$ cat src/rtl/if_prefetch_stage.sv
// Instruction-fetch prefetch stage.
// Issues sequential fetch PCs to an instruction memory under a credit limit
// (in-flight fetches plus queued entries never exceed DEPTH), buffers the
// in-order responses together with PC and PC+4 in a small circular queue, and
// presents the queue head to decode through a valid/ready handshake.
// A redirect reloads both PCs, empties the queue and marks every fetch that is
// still in flight so that its response is discarded when it arrives.

module if_prefetch_stage #(
   parameter int              XLEN     = 32,
   parameter logic [XLEN-1:0] RESET_PC = {XLEN{1'b0}},
   parameter int              DEPTH    = 4
) (
   input  logic                       clk,
   input  logic                       reset,
   input  logic                       redirect_valid,
   input  logic [XLEN-1:0]            redirect_pc,
   output logic                       imem_req_valid,
   input  logic                       imem_req_ready,
   output logic [XLEN-1:0]            imem_req_addr,
   input  logic                       imem_rsp_valid,
   input  logic [31:0]                imem_rsp_instr,
   output logic                       out_valid,
   input  logic                       out_ready,
   output logic [XLEN-1:0]            out_pc,
   output logic [XLEN-1:0]            out_pc_plus4,
   output logic [31:0]                out_instr,
   output logic [$clog2(DEPTH+1)-1:0] out_count
);

   localparam int CW = $clog2(DEPTH + 1);
   localparam int PW = $clog2(DEPTH);

   localparam logic [CW:0]     DEPTH_EXT = (CW + 1)'(DEPTH);
   localparam logic [CW-1:0]   CNT_ZERO  = {CW{1'b0}};
   localparam logic [CW-1:0]   CNT_ONE   = CW'(1);
   localparam logic [PW-1:0]   PTR_ZERO  = {PW{1'b0}};
   localparam logic [PW-1:0]   PTR_ONE   = PW'(1);
   localparam logic [XLEN-1:0] ALIGN_MASK = {{(XLEN-2){1'b1}}, 2'b00};

   // Sequential word address; wraps naturally modulo 2^XLEN.
   function automatic logic [XLEN-1:0] pc_inc(input logic [XLEN-1:0] pc);
      return pc + XLEN'(4);
   endfunction

   // Fetch stream state
   logic [XLEN-1:0] fetch_pc_r;
   logic [XLEN-1:0] resp_pc_r;
   logic [CW-1:0]   outstanding_r;
   logic [CW-1:0]   drop_r;

   // Prefetch queue state
   logic [CW-1:0]   count_r;
   logic [PW-1:0]   head_r;
   logic [PW-1:0]   tail_r;
   logic [XLEN-1:0] pc_mem_r    [DEPTH];
   logic [XLEN-1:0] pc4_mem_r   [DEPTH];
   logic [31:0]     instr_mem_r [DEPTH];

   // Combinational control
   logic [CW:0]     credit_sum_s;
   logic            credit_ok_s;
   logic            req_valid_s;
   logic            req_fire_s;
   logic            push_s;
   logic            pop_s;
   logic [XLEN-1:0] redirect_pc_s;

   // Credit check, handshakes and push/pop qualification for this cycle.
   always_comb begin
      credit_sum_s  = {1'b0, outstanding_r} + {1'b0, count_r};
      credit_ok_s   = (credit_sum_s < DEPTH_EXT);
      redirect_pc_s = redirect_pc & ALIGN_MASK;

      if (reset || redirect_valid) begin
         req_valid_s = 1'b0;
      end else begin
         req_valid_s = credit_ok_s;
      end

      req_fire_s = req_valid_s && imem_req_ready;

      // A response is kept only when nothing is marked for dropping and no
      // redirect is flushing the stream in this same cycle.
      if (!reset && !redirect_valid && imem_rsp_valid && (drop_r == CNT_ZERO)) begin
         push_s = 1'b1;
      end else begin
         push_s = 1'b0;
      end

      if (!reset && !redirect_valid && (count_r != CNT_ZERO) && out_ready) begin
         pop_s = 1'b1;
      end else begin
         pop_s = 1'b0;
      end
   end

   assign imem_req_valid = req_valid_s;
   assign imem_req_addr  = fetch_pc_r;
   assign out_valid      = (count_r != CNT_ZERO);
   assign out_pc         = pc_mem_r[head_r];
   assign out_pc_plus4   = pc4_mem_r[head_r];
   assign out_instr      = instr_mem_r[head_r];
   assign out_count      = count_r;

   // Fetch PCs, credit/drop counters and queue pointers; reset beats redirect.
   always_ff @(posedge clk) begin
      if (reset) begin
         fetch_pc_r    <= RESET_PC;
         resp_pc_r     <= RESET_PC;
         outstanding_r <= CNT_ZERO;
         drop_r        <= CNT_ZERO;
         count_r       <= CNT_ZERO;
         head_r        <= PTR_ZERO;
         tail_r        <= PTR_ZERO;
      end else if (redirect_valid) begin
         fetch_pc_r <= redirect_pc_s;
         resp_pc_r  <= redirect_pc_s;
         count_r    <= CNT_ZERO;
         head_r     <= PTR_ZERO;
         tail_r     <= PTR_ZERO;
         // No request issues this cycle, so whatever is still in flight
         // afterwards is exactly what has to be dropped.
         if (imem_rsp_valid) begin
            outstanding_r <= outstanding_r - CNT_ONE;
            drop_r        <= outstanding_r - CNT_ONE;
         end else begin
            outstanding_r <= outstanding_r;
            drop_r        <= outstanding_r;
         end
      end else begin
         if (req_fire_s) begin
            fetch_pc_r <= pc_inc(fetch_pc_r);
         end

         case ({req_fire_s, imem_rsp_valid})
            2'b10:   outstanding_r <= outstanding_r + CNT_ONE;
            2'b01:   outstanding_r <= outstanding_r - CNT_ONE;
            default: outstanding_r <= outstanding_r;
         endcase

         if (imem_rsp_valid && (drop_r != CNT_ZERO)) begin
            drop_r <= drop_r - CNT_ONE;
         end

         if (push_s) begin
            tail_r    <= tail_r + PTR_ONE;
            resp_pc_r <= pc_inc(resp_pc_r);
         end

         if (pop_s) begin
            head_r <= head_r + PTR_ONE;
         end

         case ({push_s, pop_s})
            2'b10:   count_r <= count_r + CNT_ONE;
            2'b01:   count_r <= count_r - CNT_ONE;
            default: count_r <= count_r;
         endcase
      end
   end

   // Queue storage: write PC, PC+4 and instruction at the tail on push.
   always_ff @(posedge clk) begin
      if (push_s) begin
         pc_mem_r[tail_r]    <= resp_pc_r;
         pc4_mem_r[tail_r]   <= pc_inc(resp_pc_r);
         instr_mem_r[tail_r] <= imem_rsp_instr;
      end
   end

   if_prefetch_stage_chk #(
      .DEPTH (DEPTH)
   ) u_chk (
      .clk            (clk),
      .reset          (reset),
      .imem_rsp_valid (imem_rsp_valid),
      .outstanding    (outstanding_r),
      .push           (push_s),
      .count          (count_r)
   );

endmodule

// Protocol checks on the memory response channel and the prefetch queue.
module if_prefetch_stage_chk #(
   parameter int DEPTH = 4
) (
   input logic                       clk,
   input logic                       reset,
   input logic                       imem_rsp_valid,
   input logic [$clog2(DEPTH+1)-1:0] outstanding,
   input logic                       push,
   input logic [$clog2(DEPTH+1)-1:0] count
);

   localparam int CW = $clog2(DEPTH + 1);
   localparam logic [CW-1:0] CNT_ZERO = {CW{1'b0}};
   localparam logic [CW-1:0] CNT_FULL = CW'(DEPTH);

   a_rsp_has_request : assert property (@(posedge clk) disable iff (reset)
      imem_rsp_valid |-> (outstanding != CNT_ZERO));

   a_push_not_full : assert property (@(posedge clk) disable iff (reset)
      push |-> (count != CNT_FULL));

endmodule

$ cat config.mk
export PLATFORM = sky130hd
export DESIGN_NAME = if_prefetch_stage
export DESIGN_NICKNAME = d
export VERILOG_FILES = /design/src/rtl/if_prefetch_stage.sv
export SDC_FILE = /design/constraint.sdc
export NUM_CORES = 1
export LEC_CHECK = 0
export CAP_MARGIN = 20
export CORE_MARGIN = 10
export CORE_UTILIZATION = 35
export CTS_CLUSTER_SIZE = 25
export DETAILED_ROUTE_END_ITERATION = 10
export HOLD_SLACK_MARGIN = 0.12
export SLEW_MARGIN = 20
export SYNTH_ARGS = -nofsm -noshare
export SYNTH_HDL_FRONTEND = slang
export SYNTH_SLANG_ARGS = --single-unit
$ cat constraint.sdc
create_clock -name clk -period 5.3 [get_ports clk]
set_input_delay 1.06 -clock clk [delete_from_list [all_inputs] [get_ports clk]]
set_output_delay 1.06 -clock clk [all_outputs]
set_load 0.1 [all_outputs]
## Yosys cells after proc, flatten, opt, wreduce, memory -nomap -nowiden

Memory sizes are Yosys's and may differ from the RTL's. A register that Yosys moved wholly into a read port is not among the register bits.
Index checks and enable logic that the tools add are counted.
Widths: inputs -> output; s select.

| storage, ports and cells | value |
|---|---|
| register bits after elaboration | 77 |
| output and inout port bits | 133 |
| input port bits | 70 |
| memories | 3 |
| bits in writable memories | 384 |

| cells by class | value |
|---|---|
| $lt $le $gt $ge | 1 |
| multiplexer cells | 21 |
| add/subtract/negate cells | 10 |
| equal/unequal tests | 4 |
| reduce and logical (&&, ||, !) cells | 19 |

Memories:

| memory | words | bits a word | read ports | clocked after memory_dff | write ports | line | RTL |
|---|---|---|---|---|---|---|---|
| instr_mem_r | 4 | 32 | 1 | 1 | 1 | 58 | `logic [31:0] instr_mem_r [DEPTH];` |
| pc4_mem_r | 4 | 32 | 1 | 1 | 1 | 57 | `logic [XLEN-1:0] pc4_mem_r [DEPTH];` |
| pc_mem_r | 4 | 32 | 1 | 1 | 1 | 56 | `logic [XLEN-1:0] pc_mem_r [DEPTH];` |

Operator list:

| operator | number |
|---|---|
| $mux 32 | 4 |
| $add 32x3->32 const B | 2 |
| $mux 2 | 6 |
| $mux 3 | 4 |
| $pmux 3 s2 | 2 |
| $reduce_bool 3->1 | 3 |
| $sub 3x1->3 const B | 3 |
| $reduce_bool 2->1 | 4 |
| $logic_and 1x1->1 | 7 |
| $add 3x1->3 const B | 2 |
| $mux 1 | 5 |
| $add 2x1->2 const B | 2 |
| $add 3x3->4 | 1 |
| $eq 2x1->1 const B | 2 |
| $eq 2x2->1 const B | 2 |
| $lt 4x3->1 const B | 1 |
| $logic_not 3->1 | 1 |
| $logic_not 1->1 | 2 |
| $reduce_or 2->1 | 1 |
| $logic_or 1x1->1 | 1 |

## Logic depth before layout (Yosys ltp)

Gate-level depths: netlist of the first run.

| logic depth | value |
|---|---|
| depth in word-level cells | 7 |
| mapped depth | 12 |

## Worst setup path before layout of the first run

No wires, ideal clock.

| timing | value |
|---|---|
| path kind | register to output |
| start | reg count_r[1], in the netlist out_count[1] |
| end | out imem_req_valid |
| path buffers | 0 |
| path slack | 0.397 ns |
| data required time | 4.240 ns |
| arrival time | 3.843 ns |
| cell stages (with the launch flop) | 4 |
| cell sequence | dfxtp_1 -> ha_1 -> a311o_1 -> nor3_1 |

| on the way | value |
|---|---|
| longest elaborated chain between the ends | 3 |

RTL lines:

| what | line | RTL |
|---|---|---|
| start: declaration | 53 | `logic [CW-1:0] count_r;` |
| start signal: assignment | 156 | `2'b10: count_r <= count_r + CNT_ONE;` |
| start signal: assignment | 157 | `2'b01: count_r <= count_r - CNT_ONE;` |
| start signal: assignment | 158 | `default: count_r <= count_r;` |
| $add 3x3->4 | 71 | `credit_sum_s = {1'b0, outstanding_r} + {1'b0, count_r};` |
| $lt 4x3->1 | 72 | `credit_ok_s = (credit_sum_s < DEPTH_EXT);` |
| $mux 1 | 75 | `if (reset \|\| redirect_valid) begin` |
| end: declaration | 18 | `output logic imem_req_valid,` |

No other way between the ends.

==> results of run 1 <==
[cells by family after synthesis]
| family | after synthesis | share of synthesized area, % |
|---|---|---|
| flip-flops | 443 | 69.96 |
| AND/OR/NAND/NOR | 261 | 7.664 |
| AO/OA/AOI/OAI | 113 | 4.094 |
| multiplexers | 101 | 12.07 |
| buffers and inverters | 89 | 2.050 |
| XOR/XNOR | 64 | 3.124 |
| adder cells (fa/ha/maj) | 14 | 1.018 |
| other | 1 | 0.02090 |
[per-stage QoR]
step | std cells | setup slack (ns)
after floorplan | 1091 | 0.3965
after global placement | 1924 | 1.354
after detailed placement | 1924 | 1.389
after CTS | 2008 | 0.7645
after global routing | 2008 | 0.6982
final | 2008 | 0.8777
[tightest hold or removal path: cells and delay by family, from the launching register on]
kind	cells	cell delay (ns)
and+or+nand+nor	1	0.06
AOI/OAI and AO/OA	1	0.05
DFF	1	0.34
[routing by layer]
layer | GRT usage (%) | routed length [um] | vias up
li1 | - | - | 4705
met1 | 20.02 | 20080 | 5267
met2 | 22.66 | 20460 | 317
met3 | 3.105 | 2773 | 63
met4 | 4.456 | 950 | 2
met5 | 0 | 10 | -
[synth_stat cells (5+ instances only)]
library cell	number	area (um^2)
a211oi_1	14	105.1
a21boi_0	5	37.54
a21o_1	5	37.54
a21oi_1	35	175.2
a31oi_1	9	56.30
and3_1	15	93.84
buf_1	16	60.06
buf_2	7	35.03
buf_4	6	45.04
clkbuf_1	33	123.9
dfxtp_1	75	1501
edfxtp_1	368	11050
ha_1	13	162.7
inv_1	24	90.09
mux2i_1	6	60.06
mux4_2	92	2072
nand2_1	63	236.5
nand3_1	36	180.2
nand4_1	26	162.7
nor2_1	50	187.7
nor3_1	18	90.09
nor4_1	9	56.30
o211ai_1	5	37.54
o21ai_0	16	80.08
or3_1	8	50.05
or4_1	6	45.04
xnor2_1	32	280.3
xor2_1	32	280.3
[power by group through the flow]
stage	Clock [mW]	Sequential [mW]	Combinational (mW)
finish	3.12	3.93	0.691
global route	3.34	3.93	0.732
CTS	3.22	3.93	0.698
detailed placement	0	4.00	0.695
global placement	0	3.99	0.688
floorplan	0	4.07	0.381
[layout make-up]
type | count | area share (%)
flip-flops and latches | 443 | 56.27
inverters | 25 | 0.4204
clock buffers | 62 | 5.948
well taps | 672 | 3.767
multi-input cells | 559 | 22.70
repair buffers | 225 | 10.27
clock inverters | 22 | 0.6278
[how the worst max path moves through the flow]
stage	end	slack [ns]
5_1_grt	out_pc[11]	0.70
2_1_floorplan	imem_req_valid	0.40
4_1_cts	out_pc[11]	0.76
6_report	out_pc[12]	0.88
3_5_place_dp	imem_req_valid	1.39
3_3_place_gp	imem_req_valid	1.35
[registers in the layout, indices dropped and copies added, names as in the netlist, 3 cells and up, named ones only]
| register | flops |
|---|---|
| out_count | 3 |
| imem_req_addr | 30 |
| instr_mem_r | 128 |
| pc4_mem_r | 120 |
| outstanding_r | 3 |
| pc_mem_r | 120 |
| resp_pc_r | 30 |
| drop_r | 3 |
==> summary.txt, run 1 <==
Synthesis
  – Mapped Avg Cell Area: 16.52 um^2
  – Register area share after synthesis: approximately 70%
  – Post-Synthesis Cell Area: around 18,000 um^2
  – Ys async rst share: 0%
  – Ys flop type: edfxtp_1
  – Synth warn: 0
  – Syn Inst Count: 1,086
  – EDFF count, synth: roughly 370
  – Cell variety after synth: 66
  – Synthesis-stage register bit count: between 400 and 500

Timing
  – Measured slew at the worst slew-check pin: between 1 and 1.5 ns
  – Final hold vios: 0
  – Minimum clock period: 4.422 ns
  – WHS: 0.4979 ns
  – Maximum clock rate: around 230 MHz
  – Clock skew: 0.01802 ns
  – Final setup fails: 0
  – Period Utilization, post-route: 83.44%
  – Pins Over Slew Limit: 0
  – RSZ-0062 raised after global routing: no
  – Fin Setup TNS: 0 ns
  – Worst slew margin: about 23%

Worst setup path
  – Startpoint types: flip-flop
  – R2r worst-path depth: 5
  – WP depth: 3
  – Buf/Inv on CP: 2
  – Flop-to-flop setup slack: approximately 2.2 ns
  – Req. time, crit path: between 4 and 5 ns
  – WS Path Type: reg -> out
  – CP Data Arrival Time: 3.36 ns
  – Crit path max fanout: 45
  – Worst r2r src: resp_pc_r[6]
  – Slowest cell on the critical path: clkdlybuf4s50_1
  – Crit path cell chain: buf_12, mux4_2, clkdlybuf4s50_1
  – Crit path capture type: output pin
  – RR Endpoint: pc4_mem_r[0][27]
  – Largest delay share family, worst path: buffers and inverters
  – CP max stage delay: 1.03 ns

Placed design
  – Placed instance area: around 21,000 um^2
  – Hpwl dp: between 20 and 30 mm
  – PortBufs: just under 200
  – RD Place Congestion: 0.8018

Power and ir drop
  – Tot Pwr: ~7.7 mW
  – Sw frac: 24.36%
  – Worst vdd ir: 0.0002278 V
  – Pwr dens: around 350 nW/um^2
  – Clock Power Share: about 40%
  – Comb pwr share: just under 9%
  – Switching Power: about 1.9 mW
  – Cell Int Power: between 5 and 6 mW
  – Seq pwr share: approximately 50%
  – Leakage: a little over 7 nW

Drt
  – DR vias: roughly 10,000
  – ANT nets after route: 0
  – Wire per inst: about 22 um
  – First-pass DRT Iterations: 5
  – Routed wire length: ~44 mm
  – DRC viols: 0
  – Detailed Route Iter0 Violations: around 830
  – Vias/cell: about 5.2

Hold path
  – WHS Path Cells: 2
  – Hold Path End: tail_r[0]
  – Worst min path class: reg -> reg
  – Hold wc startpoint: tail_r[0]

Global routing
  – GRT Total Usage: between 10% and 20%
  – Overflow after GRT: 0
  – Vias in the first global route: 10,720
  – First-pass GRT wire length: ~68 mm
  – Pin count of the biggest net entering global routing: 60
  – Initial antenna violation count: 1

Layout
  – Register area: 12,560 um^2
  – Most frequent cells in the layout: edfxtp_1 (368), clkdlybuf4s50_1 (192), mux4_2 (92), dfxtp_1 (73), nand2_1 (63)
  – Design area: roughly 22,000 um^2
  – Antenna cell count: 0
  – Commonest non-fill, non-tap cell in the layout: edfxtp_1
  – Layout area overhead: 24.40%
  – Area of the multi-input gates: between 5000 and 6000 um^2
  – Filler cell count: around 4,400
  – Final #Nets: 1,385
  – Final core occ: about 44%
  – Share of cells above drive strength 1: approximately 16%

CTS
  – H-tree levels: 2
  – CTS max path bufs: 3
  – Skew-Pair Late Insertion Delay: roughly 0.58 ns
  – Sink Count: roughly 440
  – Total CTS buffers: 47
  – Hold_buf cts: 0
  – Root buf cell: clkbuf_16
  – CTS tree: done
  – Clk slew on worst S/H paths: around 0.060 ns
  – CTS resizes: 0
  – Postcts setup bufs: 0

Status
  – Status: complete, no violations

Die
  – Die X: about 250 um
  – Starting Density: around 36%
  – Ports: about 200
  – Die H: approximately 250 um
  – Full die area: just over 60,000 um^2
  – Total core area: about 50,000 um^2
  – Rows: approximately 80

Flow run
  – Maxcap violations: 0
Note: power is estimated with default switching activity, not from simulation.
==> run 2: changes to the inputs <==
Clock period 5.3 ns to 4 ns, I/O delays scaled along.
==> summary.txt, run 2 (same netlist as run 1, synthesis figures left out) <==
Die
  – Starting Density: 35.62% (unchanged)
  – Ports: 203 (unchanged)
  – Die X: 246.4 um (unchanged)
  – Full die area: 60,720 um^2 (unchanged)
  – Rows: 82 (unchanged)
  – Total core area: 50,380 um^2 (unchanged)
  – Die H: 246.4 um (unchanged)

CTS
  – CTS tree: done
  – Total CTS buffers: 47 (unchanged)
  – CTS resizes: 0 (unchanged)
  – Clk slew on worst S/H paths: 0.06 ns (about the same)
  – Postcts setup bufs: 0 (unchanged)
  – Hold_buf cts: 0 (unchanged)
  – Skew-Pair Late Insertion Delay: 0.57 ns (about the same)
  – CTS max path bufs: 3 (unchanged)
  – H-tree levels: 2 (unchanged)
  – Root buf cell: clkbuf_16
  – Sink Count: 443 (unchanged)

Layout
  – Register area: 12,560 um^2 (unchanged)
  – Non-Filler Instances: 2,011 (+0.15%)
  – Final core occ: 44.07% (-0.24 points)
  – Filler cell count: 4,451 (+0.23%)
  – Layout area overhead: 23.74%
  – Largest regs: instr_mem_r x128, pc4_mem_r x120, pc_mem_r x120
  – Most flop-heavy register: instr_mem_r
  – Share of cells above drive strength 1: 22.33% (+6.7 points)
  – Area of the multi-input gates: 5071 um^2 (about the same)
  – Largest register FFs: 128 (unchanged)
  – Final #Nets: 1,389 (+0.29%)
  – Commonest non-fill, non-tap cell in the layout: edfxtp_1
  – Antenna cell count: 0 (unchanged)
  – Most frequent cells in the layout: edfxtp_1 (368), buf_4 (112), clkdlybuf4s50_1 (100), mux4_2 (92), dfxtp_1 (73)

Timing
  – Final setup fails: 0 (unchanged)
  – Period Utilization, post-route: 80.22%
  – RSZ-0062 raised after global routing: no
  – Worst slew margin: 31.16% (+8.6 points)
  – Minimum clock period: around 3.2 ns
  – Fin Setup TNS: 0 ns (unchanged)
  – Maximum clock rate: around 310 MHz
  – Final hold vios: 0 (unchanged)
  – Clock skew: 0.01436 ns (-0.003658 ns)
  – Measured slew at the worst slew-check pin: 1.029 ns (-0.1292 ns)
  – Pins Over Slew Limit: 0 (unchanged)

Placed design
  – Hpwl dp: 29.60 mm (+0.67%)
  – RD Place Congestion: 0.8123 (+1.3%)
  – PortBufs: 194 (unchanged)
  – Placed Cells: 1,928 (+0.21%)

Drt
  – Detailed Route Iter0 Violations: 834 (+0.85%)
  – DR vias: 10,350 (-0.0097%)
  – Vias/cell: 5.148 (-0.16%)
  – Routed wire length: 44.91 mm (+1.4%)
  – DRC viols: 0 (unchanged)
  – First-pass DRT Iterations: 6 (+1)
  – Wire per inst: 22.33 um (+1.3%)
  – ANT nets after route: 0 (unchanged)

Status
  – Status: complete, no violations

Power and ir drop
  – Worst vdd ir: 0.0002394 V (+5.1%)
  – Pwr dens: 464.8 nW/um^2 (+34%)
  – Leakage: 7.239 nW (+1.6%)

Worst setup path
  – Most Frequent Cell on Critical Path: buf_4
  – CP Data Arrival Time: 2.41 ns (-0.95 ns)
  – Crit path capture type: output pin
  – Req. time, crit path: 3.20 ns (-1.04 ns)
  – WS Path Type: reg -> out
  – Slowest cell on the critical path: dfxtp_4
  – Crit path max fanout: 39 (-13%)
  – Crit path cell chain: buf_4, mux4_2, buf_4
  – Startpoint types: flip-flop
  – CP max stage delay: 0.82 ns (-0.21 ns)

Global routing
  – Vias in the first global route: 10,650 (-0.73%)
  – Pin count of the biggest net entering global routing: 60 (unchanged)
  – GRT Total Usage: 14.69% (+0.15 points)
  – Overflow after GRT: 0 (unchanged)
  – Initial antenna violation count: 0 (-1)
  – First-pass GRT wire length: 68.12 mm (+0.82%)

Hold path
  – Worst min path class: reg -> reg

Flow run
  – Maxcap violations: 0 (unchanged)
[run 2: changes by cell type in the layout (fill, tap and decap cells not counted), sizes merged]
cell	change
buf	+96
bufinv	+3
clkbuf	-1
clkdlybuf4s50	-92
clkinvlp	-2
inv	-1
[run 2: per-stage QoR]
| step | cell area, um^2 | hold slack (ns) | setup WS (ns) | total power, mW |
|---|---|---|---|---|
| 2_1_floorplan | 17970 | 0.4548 | 0.2120 | 5.901 |
| 3_3_place_gp | 20730 | 0.4802 | 0.7483 | 6.202 |
| 3_5_place_dp | 20730 | 0.4915 | 0.7154 | 6.217 |
| 4_1_cts | 22200 | 0.4996 | 0.6970 | 10.45 |
| 5_1_grt | 22200 | 0.5251 | 0.6794 | 10.69 |
| 6_report | 22200 | 0.5007 | 0.7914 | 10.32 |
[run 2: metal layers]
metal / track usage (%) / vias to the layer above / share of wire, %
met5: 0 / - / 0
met4: 4.041 / 0 / 1.9
met3: 3.452 / 59 / 6.6
met2: 23.53 / 324 / 48
met1: 19.67 / 5250 / 44
li1: - / 4720 / -
[run 2: area by class of cell]
cell class                      instances  share of cell area [%]
Inverter                               25                  0.4227
Multi-Input combinational cell        559                   22.84
Clock buffer                           61                   5.726
Timing Repair Buffer                  229                   9.761
Sequential cell                       443                   56.57
Clock inverter                         22                  0.8904
Tap cell                              672                   3.787
[run 2: final timing paths]
path / from / end / slack, ns / depth (start not counted)
max: flip-flop / out_pc[26] / 0.79 / 3
min: tail_r[1] / tail_r[1] / 0.50 / 2
min reg2reg: tail_r[1] / tail_r[1] / 0.50 / 2
max reg2reg: resp_pc_r[6] / pc4_mem_r[1][27] / 0.96 / 5
[run 2: power breakdown]
| part | internal, mW | leakage [nW] | switching, mW |
|---|---|---|---|
| combinational | 0.262 | 2.55 | 0.649 |
| sequential | 5.09 | 3.97 | 0.111 |
| clock | 2.48 | 0.713 | 1.72 |
[run 2: critical path, delay by kind of cell (launching register included)]
| family | cells | cell delay, ns |
|---|---|---|
| flops | 1 | 0.82 |
| mux | 1 | 0.37 |
| buf+inv | 2 | 0.63 |
